### src/rtl/ncl_add_initiator.sv
// rtl/ncl_add_initiator.sv - binary request/response front end driving an NCL dual-rail adder
//
// Purpose:
//   Accepts a binary add request (op_a, op_b, op_cin), presents it to an NCL
//   adder as a dual-rail DATA wavefront, and collects the dual-rail result.
//   It then runs the NULL return-to-zero phase and hands the decoded binary
//   result back on a valid/ready response port. Each handshake phase is
//   watched by a cycle counter. The result is flagged with rsp_err if the
//   adder stalls or returns an illegal rail pair.
//
// Ports:
//   clk          single clock, all state changes on its rising edge
//   init         asynchronous active-high reset
//   req_valid    host request strobe          req_ready   initiator idle and accepting
//   op_a, op_b   binary operands              op_cin      binary carry-in
//   rsp_valid    result available             rsp_ready   host takes the result
//   rsp_sum      binary sum                   rsp_cout    binary carry-out
//   rsp_err      timeout or illegal rail code seen during this operation
//   A, B         dual-rail operands, bit i on [2i] false rail / [2i+1] true rail
//   carryin      dual-rail carry-in ([0] false, [1] true)
//   ABCOMP       per-bit completion from the adder for A/B
//   carryinCOMP  completion from the adder for carryin
//   sum          dual-rail sum from the adder
//   carryout     dual-rail carry-out from the adder
//   sumCOMP      per-bit acknowledge back to the adder for sum
//   carryCOMP    acknowledge back to the adder for carryout

module ncl_add_initiator #(
    parameter int WIDTH   = 4,
    parameter int TIMEOUT = 255
) (
    input  logic                 clk,
    input  logic                 init,
    input  logic                 req_valid,
    output logic                 req_ready,
    input  logic [WIDTH-1:0]     op_a,
    input  logic [WIDTH-1:0]     op_b,
    input  logic                 op_cin,
    output logic                 rsp_valid,
    input  logic                 rsp_ready,
    output logic [WIDTH-1:0]     rsp_sum,
    output logic                 rsp_cout,
    output logic                 rsp_err,
    output logic [2*WIDTH-1:0]   A,
    output logic [2*WIDTH-1:0]   B,
    output logic [1:0]           carryin,
    input  logic [WIDTH-1:0]     ABCOMP,
    input  logic                 carryinCOMP,
    input  logic [2*WIDTH-1:0]   sum,
    input  logic [1:0]           carryout,
    output logic [WIDTH-1:0]     sumCOMP,
    output logic                 carryCOMP
);

    localparam logic [2:0] S_IDLE    = 3'd0;
    localparam logic [2:0] S_TX_DATA = 3'd1;
    localparam logic [2:0] S_TX_NULL = 3'd2;
    localparam logic [2:0] S_ACK_REL = 3'd3;
    localparam logic [2:0] S_RESP    = 3'd4;

    // The counter value seen at the last permitted edge of a phase; the phase
    // has then lasted TIMEOUT cycles.
    localparam logic [15:0] LP_CNT_LAST = 16'(TIMEOUT - 1);

    // ------------------------------------------------------------------
    // Two-flop synchronizers for everything arriving from the async adder
    // ------------------------------------------------------------------
    logic [WIDTH-1:0]   r_abcomp_s1, r_abcomp_s2;
    logic               r_cicomp_s1, r_cicomp_s2;
    logic [2*WIDTH-1:0] r_sum_s1,    r_sum_s2;
    logic [1:0]         r_cout_s1,   r_cout_s2;

    always_ff @(posedge clk or posedge init) begin
        if (init) begin
            r_abcomp_s1 <= '0;
            r_abcomp_s2 <= '0;
            r_cicomp_s1 <= 1'b0;
            r_cicomp_s2 <= 1'b0;
            r_sum_s1    <= '0;
            r_sum_s2    <= '0;
            r_cout_s1   <= 2'b00;
            r_cout_s2   <= 2'b00;
        end else begin
            r_abcomp_s1 <= ABCOMP;
            r_abcomp_s2 <= r_abcomp_s1;
            r_cicomp_s1 <= carryinCOMP;
            r_cicomp_s2 <= r_cicomp_s1;
            r_sum_s1    <= sum;
            r_sum_s2    <= r_sum_s1;
            r_cout_s1   <= carryout;
            r_cout_s2   <= r_cout_s1;
        end
    end

    // ------------------------------------------------------------------
    // Inbound wavefront classification (synchronized values only)
    // ------------------------------------------------------------------
    logic             w_complete;
    logic             w_null;
    logic             w_illegal;
    logic [WIDTH-1:0] w_dec_sum;
    logic             w_dec_cout;
    logic             w_comp_all1;
    logic             w_comp_all0;

    always_comb begin
        w_complete = 1'b1;
        w_null     = 1'b1;
        w_illegal  = 1'b0;
        w_dec_sum  = '0;
        for (int i = 0; i < WIDTH; i++) begin
            // Equal rails are either 00 (still null) or 11 (illegal): not complete.
            if (r_sum_s2[2*i] == r_sum_s2[2*i+1]) begin
                w_complete = 1'b0;
            end
            if (r_sum_s2[2*i] | r_sum_s2[2*i+1]) begin
                w_null = 1'b0;
            end
            if (r_sum_s2[2*i] & r_sum_s2[2*i+1]) begin
                w_illegal = 1'b1;
            end
            w_dec_sum[i] = r_sum_s2[2*i+1];
        end
        if (r_cout_s2[0] == r_cout_s2[1]) begin
            w_complete = 1'b0;
        end
        if (r_cout_s2[0] | r_cout_s2[1]) begin
            w_null = 1'b0;
        end
        if (r_cout_s2[0] & r_cout_s2[1]) begin
            w_illegal = 1'b1;
        end
    end

    assign w_dec_cout  = r_cout_s2[1];
    assign w_comp_all1 = (&r_abcomp_s2) & r_cicomp_s2;
    assign w_comp_all0 = ~(|r_abcomp_s2) & ~r_cicomp_s2;

    // Binary to dual-rail: a 1 raises the true rail, a 0 raises the false rail.
    function automatic logic [2*WIDTH-1:0] f_enc(input logic [WIDTH-1:0] v);
        logic [2*WIDTH-1:0] r;
        r = '0;
        for (int i = 0; i < WIDTH; i++) begin
            r[2*i+:2] = v[i] ? 2'b10 : 2'b01;
        end
        return r;
    endfunction

    // ------------------------------------------------------------------
    // Control FSM. Every outbound rail, acknowledge and response signal is a
    // flop, so the adder never sees a combinational glitch.
    // ------------------------------------------------------------------
    logic [2:0]         r_state;
    logic [15:0]        r_cnt;
    logic               r_req_ready;
    logic [2*WIDTH-1:0] r_a_rail;
    logic [2*WIDTH-1:0] r_b_rail;
    logic [1:0]         r_ci_rail;
    logic [WIDTH-1:0]   r_sum_ack;
    logic               r_cout_ack;
    logic               r_rsp_valid;
    logic [WIDTH-1:0]   r_rsp_sum;
    logic               r_rsp_cout;
    logic               r_rsp_err;

    always_ff @(posedge clk or posedge init) begin
        if (init) begin
            r_state     <= S_IDLE;
            r_cnt       <= '0;
            r_req_ready <= 1'b0;
            r_a_rail    <= '0;
            r_b_rail    <= '0;
            r_ci_rail   <= 2'b00;
            r_sum_ack   <= '0;
            r_cout_ack  <= 1'b0;
            r_rsp_valid <= 1'b0;
            r_rsp_sum   <= '0;
            r_rsp_cout  <= 1'b0;
            r_rsp_err   <= 1'b0;
        end else begin
            case (r_state)
                S_IDLE: begin
                    r_req_ready <= 1'b1;
                    // Only accept once req_ready is visible to the host. IDLE
                    // is the sole entry to TX_DATA, so the DATA wavefront
                    // never overlaps an outstanding completion.
                    if (req_valid && r_req_ready) begin
                        r_a_rail    <= f_enc(op_a);
                        r_b_rail    <= f_enc(op_b);
                        r_ci_rail   <= op_cin ? 2'b10 : 2'b01;
                        r_rsp_sum   <= '0;
                        r_rsp_cout  <= 1'b0;
                        r_rsp_err   <= 1'b0;
                        r_cnt       <= '0;
                        r_req_ready <= 1'b0;
                        r_state     <= S_TX_DATA;
                    end
                end

                S_TX_DATA: begin
                    if (w_illegal) begin
                        // A corrupt result is discarded but the NULL phase still
                        // runs so the adder returns to a clean state.
                        r_rsp_err  <= 1'b1;
                        r_rsp_sum  <= '0;
                        r_rsp_cout <= 1'b0;
                        r_a_rail   <= '0;
                        r_b_rail   <= '0;
                        r_ci_rail  <= 2'b00;
                        r_sum_ack  <= '1;
                        r_cout_ack <= 1'b1;
                        r_cnt      <= '0;
                        r_state    <= S_TX_NULL;
                    end else if (w_comp_all1 && w_complete) begin
                        r_rsp_sum  <= w_dec_sum;
                        r_rsp_cout <= w_dec_cout;
                        r_a_rail   <= '0;
                        r_b_rail   <= '0;
                        r_ci_rail  <= 2'b00;
                        r_sum_ack  <= '1;
                        r_cout_ack <= 1'b1;
                        r_cnt      <= '0;
                        r_state    <= S_TX_NULL;
                    end else if (r_cnt == LP_CNT_LAST) begin
                        r_rsp_err   <= 1'b1;
                        r_rsp_sum   <= '0;
                        r_rsp_cout  <= 1'b0;
                        r_a_rail    <= '0;
                        r_b_rail    <= '0;
                        r_ci_rail   <= 2'b00;
                        r_sum_ack   <= '0;
                        r_cout_ack  <= 1'b0;
                        r_rsp_valid <= 1'b1;
                        r_state     <= S_RESP;
                    end else begin
                        r_cnt <= r_cnt + 16'd1;
                    end
                end

                S_TX_NULL: begin
                    if (w_comp_all0 && w_null) begin
                        r_sum_ack  <= '0;
                        r_cout_ack <= 1'b0;
                        r_state    <= S_ACK_REL;
                    end else if (r_cnt == LP_CNT_LAST) begin
                        r_rsp_err   <= 1'b1;
                        r_rsp_sum   <= '0;
                        r_rsp_cout  <= 1'b0;
                        r_sum_ack   <= '0;
                        r_cout_ack  <= 1'b0;
                        r_rsp_valid <= 1'b1;
                        r_state     <= S_RESP;
                    end else begin
                        r_cnt <= r_cnt + 16'd1;
                    end
                end

                S_ACK_REL: begin
                    // Acknowledges were dropped on entry; hold them low one
                    // cycle so the adder sees the release before the response.
                    r_rsp_valid <= 1'b1;
                    r_state     <= S_RESP;
                end

                S_RESP: begin
                    if (rsp_ready) begin
                        r_rsp_valid <= 1'b0;
                        r_req_ready <= 1'b1;
                        r_state     <= S_IDLE;
                    end
                end

                default: begin
                    r_a_rail    <= '0;
                    r_b_rail    <= '0;
                    r_ci_rail   <= 2'b00;
                    r_sum_ack   <= '0;
                    r_cout_ack  <= 1'b0;
                    r_rsp_valid <= 1'b0;
                    r_req_ready <= 1'b0;
                    r_state     <= S_IDLE;
                end
            endcase
        end
    end

    assign req_ready = r_req_ready;
    assign rsp_valid = r_rsp_valid;
    assign rsp_sum   = r_rsp_sum;
    assign rsp_cout  = r_rsp_cout;
    assign rsp_err   = r_rsp_err;
    assign A         = r_a_rail;
    assign B         = r_b_rail;
    assign carryin   = r_ci_rail;
    assign sumCOMP   = r_sum_ack;
    assign carryCOMP = r_cout_ack;

endmodule
### config.mk
export PLATFORM = sky130hd
export DESIGN_NAME = ncl_add_initiator
export DESIGN_NICKNAME = d
export VERILOG_FILES = /design/src/rtl/ncl_add_initiator.sv
export SDC_FILE = /design/constraint.sdc
export NUM_CORES = 1
export LEC_CHECK = 0
export CAP_MARGIN = 15
export CORE_MARGIN = 2
export CORE_UTILIZATION = 45
export DETAILED_ROUTE_END_ITERATION = 7
export PLACE_DENSITY = 0.71
export SLEW_MARGIN = 5
export SYNTH_ARGS = -nofsm -noshare
export SYNTH_HDL_FRONTEND = slang
export SYNTH_SLANG_ARGS = --single-unit
### constraint.sdc
create_clock -name clk -period 3.3 [get_ports clk]
set_input_delay 0.33 -clock clk [delete_from_list [all_inputs] [get_ports clk]]
set_output_delay 0.33 -clock clk [all_outputs]
set_load 0.01 [all_outputs]
==> summary.txt <==
Global route
  • Vias in the first global route: about 2400
  • GR Util All Layers: 17.9%
  • Initial antenna violation count: 0
  • Largest net degree at the start of global routing: 46
  • First-pass GRT wire length: approximately 12000 microns
  • Grt total ovfl: 0

Floorplanning
  • FP Rows: 31
  • # IOs: 59
  • Chip width: roughly 90 microns
  • Core footprint: a little over 7000 sq um
  • Initial core utilization: a little under half
  • Die area: just over 8000 sq um
  • Die height: 90.5 microns

Final layout
  • Layout Nets: 387
  • Layout cell share with drive strength beyond 1: about 8%
  • P&R area growth vs syn: 25.6%
  • Non-Filler Instances: between 400 and 500
  • # diodes: 0

Routing
  • Routed len/inst: approximately 15 microns
  • Antenna viol nets, final: 0
  • Starting DRT DRC Count: approximately 120
  • Router iterations before antenna repair: 4
  • Routed WL: about 6800 microns
  • Vias per Instance: about 5.4
  • Via count: between 2000 and 2500
  • DRC: 0

Yosys
  • Post-synth EDFFs: 0
  • Seq/Total Area, Yosys: roughly three fifths
  • Flops & latches, synth: 80
  • Gate Count Post-Synth: approximately 280
  • Syn Nets: roughly 320
  • Yosys top cell by area: dfrtp_1
  • Asr flop ratio synth: 100%
  • Yosys warns: 0
  • Post-synth top flop: dfrtp_1
  • Synth top area share: between 50% and 60%
  • Cell with the most instances after synthesis: dfrtp_1
  • Post-Syn Area per Cell: ~12 sq um
  • Top area cells in the synthesized netlist: dfrtp_1 (60%), ha_1 (4.5%), a22o_1 (3.6%), nand2_1 (2.6%), o2bb2ai_1 (2.3%)
  • Synth cell types: between 50 and 60
  • Netlist Area Pre-Place: between 3000 and 4000 sq um
  • Top cells by count, synth: dfrtp_1 (80), nand2_1 (23), nor2_1 (15), a22o_1 (14), inv_1 (14)

STA
  • Final Cycle Share: approximately 74%
  • Fin crit period: around 2400 ps
  • Final setup fails: 0
  • Slew HR: 36.7%
  • Unrepaired setup endpoints after global routing: false
  • Clock Skew: 11.7 ps
  • Least-Margin Pin Slew: 938 ps
  • Fin. max-slew vios: 0
  • Setup tns final: 0 ps
  • Final Hold Violating Endpoints: 0
  • Max Freq: 409 MHz

Clock network
  • Clock Pin Slew Worst Setup and Hold Paths: 70 ps
  • Worst-Skew Late Latency: 350 ps
  • Root buf cell: clkbuf_8
  • Cts repair resizes: 0
  • CTS tree: done
  • CTS Sinks: 80
  • H-tree lvl count: 3
  • # Post-CTS Setup Buffers: 0
  • Hold_buf cts: 0
  • Clock buffer count from CTS: 9
  • Clock buffer depth: 2

Job
  • Max-cap violations: 0

Setup path
  • Crit Path Category: reg2reg
  • R2r setup slk: 860 ps
  • Startpoint Class: flop
  • Crit path capture type: flop
  • Critical Path Fanout Max: 5
  • Crit path buf inv count: 1
  • Crit-path leading delay family: compound AO/OA/AOI/OAI gates
  • Critical path, cell by cell: inv_1 > ha_1 > nand2_1 > or4_1 > a31oi_1 > o22ai_1 > a22o_1
  • Required time worst endpoint: about 3500 ps
  • Critical path arrival: around 2700 ps
  • Slowest-stage cell, CP: or4_1
  • Delay of the slowest critical-path stage: around 580 ps

Run status
  • Status: finished, final reports clean

Place
  • Final Wtd Congestion: roughly 0.9
  • Placed cells: ~440
  • Post-DP HPWL: between 4000 and 5000 microns
  • IO buf count: 58

Worst hold path
  • Min-Delay Path Class: reg2reg

Pwr
  • P_leak: between 1.5 and 2 nW
  • Total power draw: 0.00299 W
  • Max VDD drop: 328 uV
  • Power Dens Cells: 708 nW/um^2
[metal layers]
| metal | part of all wire, % | vias to the layer above | track usage (%) |
|---|---|---|---|
| met5 | 0 | - | 0 |
| met4 | 1.6 | 0 | 7.31 |
| met3 | 4.5 | 9 | 4.59 |
| met2 | 47 | 71 | 27.5 |
| met1 | 47 | 1182 | 24.5 |
| li1 | - | 1164 | - |
[kinds of logic after synthesis]
| group | after synthesis | synth area share [%] |
|---|---|---|
| flops | 80 | 59.5 |
| buf+inv | 24 | 3.31 |
| fa+ha+maj | 12 | 4.46 |
| simple gates | 93 | 15.1 |
| mux | 4 | 1.19 |
| xor+xnor | 5 | 1.30 |
| compound gates | 66 | 15.1 |
[placed cells by master, fill, tap and decap left out, types with 3 or more instances in the layout]
cell and instances:
dfrtp_1 80, clkdlybuf4s50_1 58, nand2_1 23, nor2_1 15, a22o_1 14, inv_1 13, ha_1 12, nor3_1 11
o21ai_0 11, clkbuf_8 10, a21oi_1 9, o2bb2ai_1 9, nand3_1 8, nand4_1 5, and4_1 5, or3_1 5
mux2i_1 4, and3_1 4, or4_1 3, nor4_1 3, xnor2_1 3, clkinv_2 3, buf_4 3
[area by class of cell]
class	instances	area, sq um
clock buffer	11	141
clock inverter	5	31.3
fill	616	3030
inverter	14	52.6
multi-input combinational	180	1250
sequential	80	2000
tap	99	124
timing repair buffer	62	623
[final timing paths]
check,from,endpoint,depth (start not counted)
min in group asynchronous,init,A[3],2
max in group asynchronous,init,r_abcomp_s2[0],3
min reg2reg,r_abcomp_s1[1],r_abcomp_s2[1],0
max reg2reg,r_cout_s2[1],rsp_sum[3],7
min,r_abcomp_s1[1],r_abcomp_s2[1],0
max,r_cout_s2[1],rsp_sum[3],7
[state kept, by name, indices dropped and copies added, names as in the netlist]
name,cells
carryCOMP,1
carryin,2
req_ready,1
A,8
r_sum_s2,8
sumCOMP,4
r_cicomp_s1,1
rsp_sum,4
r_sum_s1,8
r_state,3
r_cout_s1,2
rsp_valid,1
r_abcomp_s2,4
r_cicomp_s2,1
r_cout_s2,2
r_abcomp_s1,4
r_cnt,16
rsp_err,1
B,8
rsp_cout,1
[power by group]
| part | leakage (nW) | internal [W] | switching [W] |
|---|---|---|---|
| Clock | 0.0895 | 0.000293 | 0.000349 |
| Sequential | 1.00 | 0.00115 | 0.000148 |
| Combinational | 0.777 | 0.000513 | 0.000535 |
[worst reg2reg max path, stage by stage, from the launching register on]
cell and delay (ps):
dfrtp_1 380, inv_1 60, ha_1 270, nand2_1 70
or4_1 580, a31oi_1 390, o22ai_1 320, a22o_1 260
[stage by stage]
step,hold WS [ps],setup WS [ps],util (%),cell area (sq um)
3_3_place_gp,331,928,55.9,4050
5_1_grt,358,723,58.2,4220
4_1_cts,351,825,58.2,4220
3_5_place_dp,335,851,55.9,4050
6_report,350,856,58.2,4220
2_1_floorplan,331,918,-,3360
No activity file was read; power rests on OpenSTA's default activity.
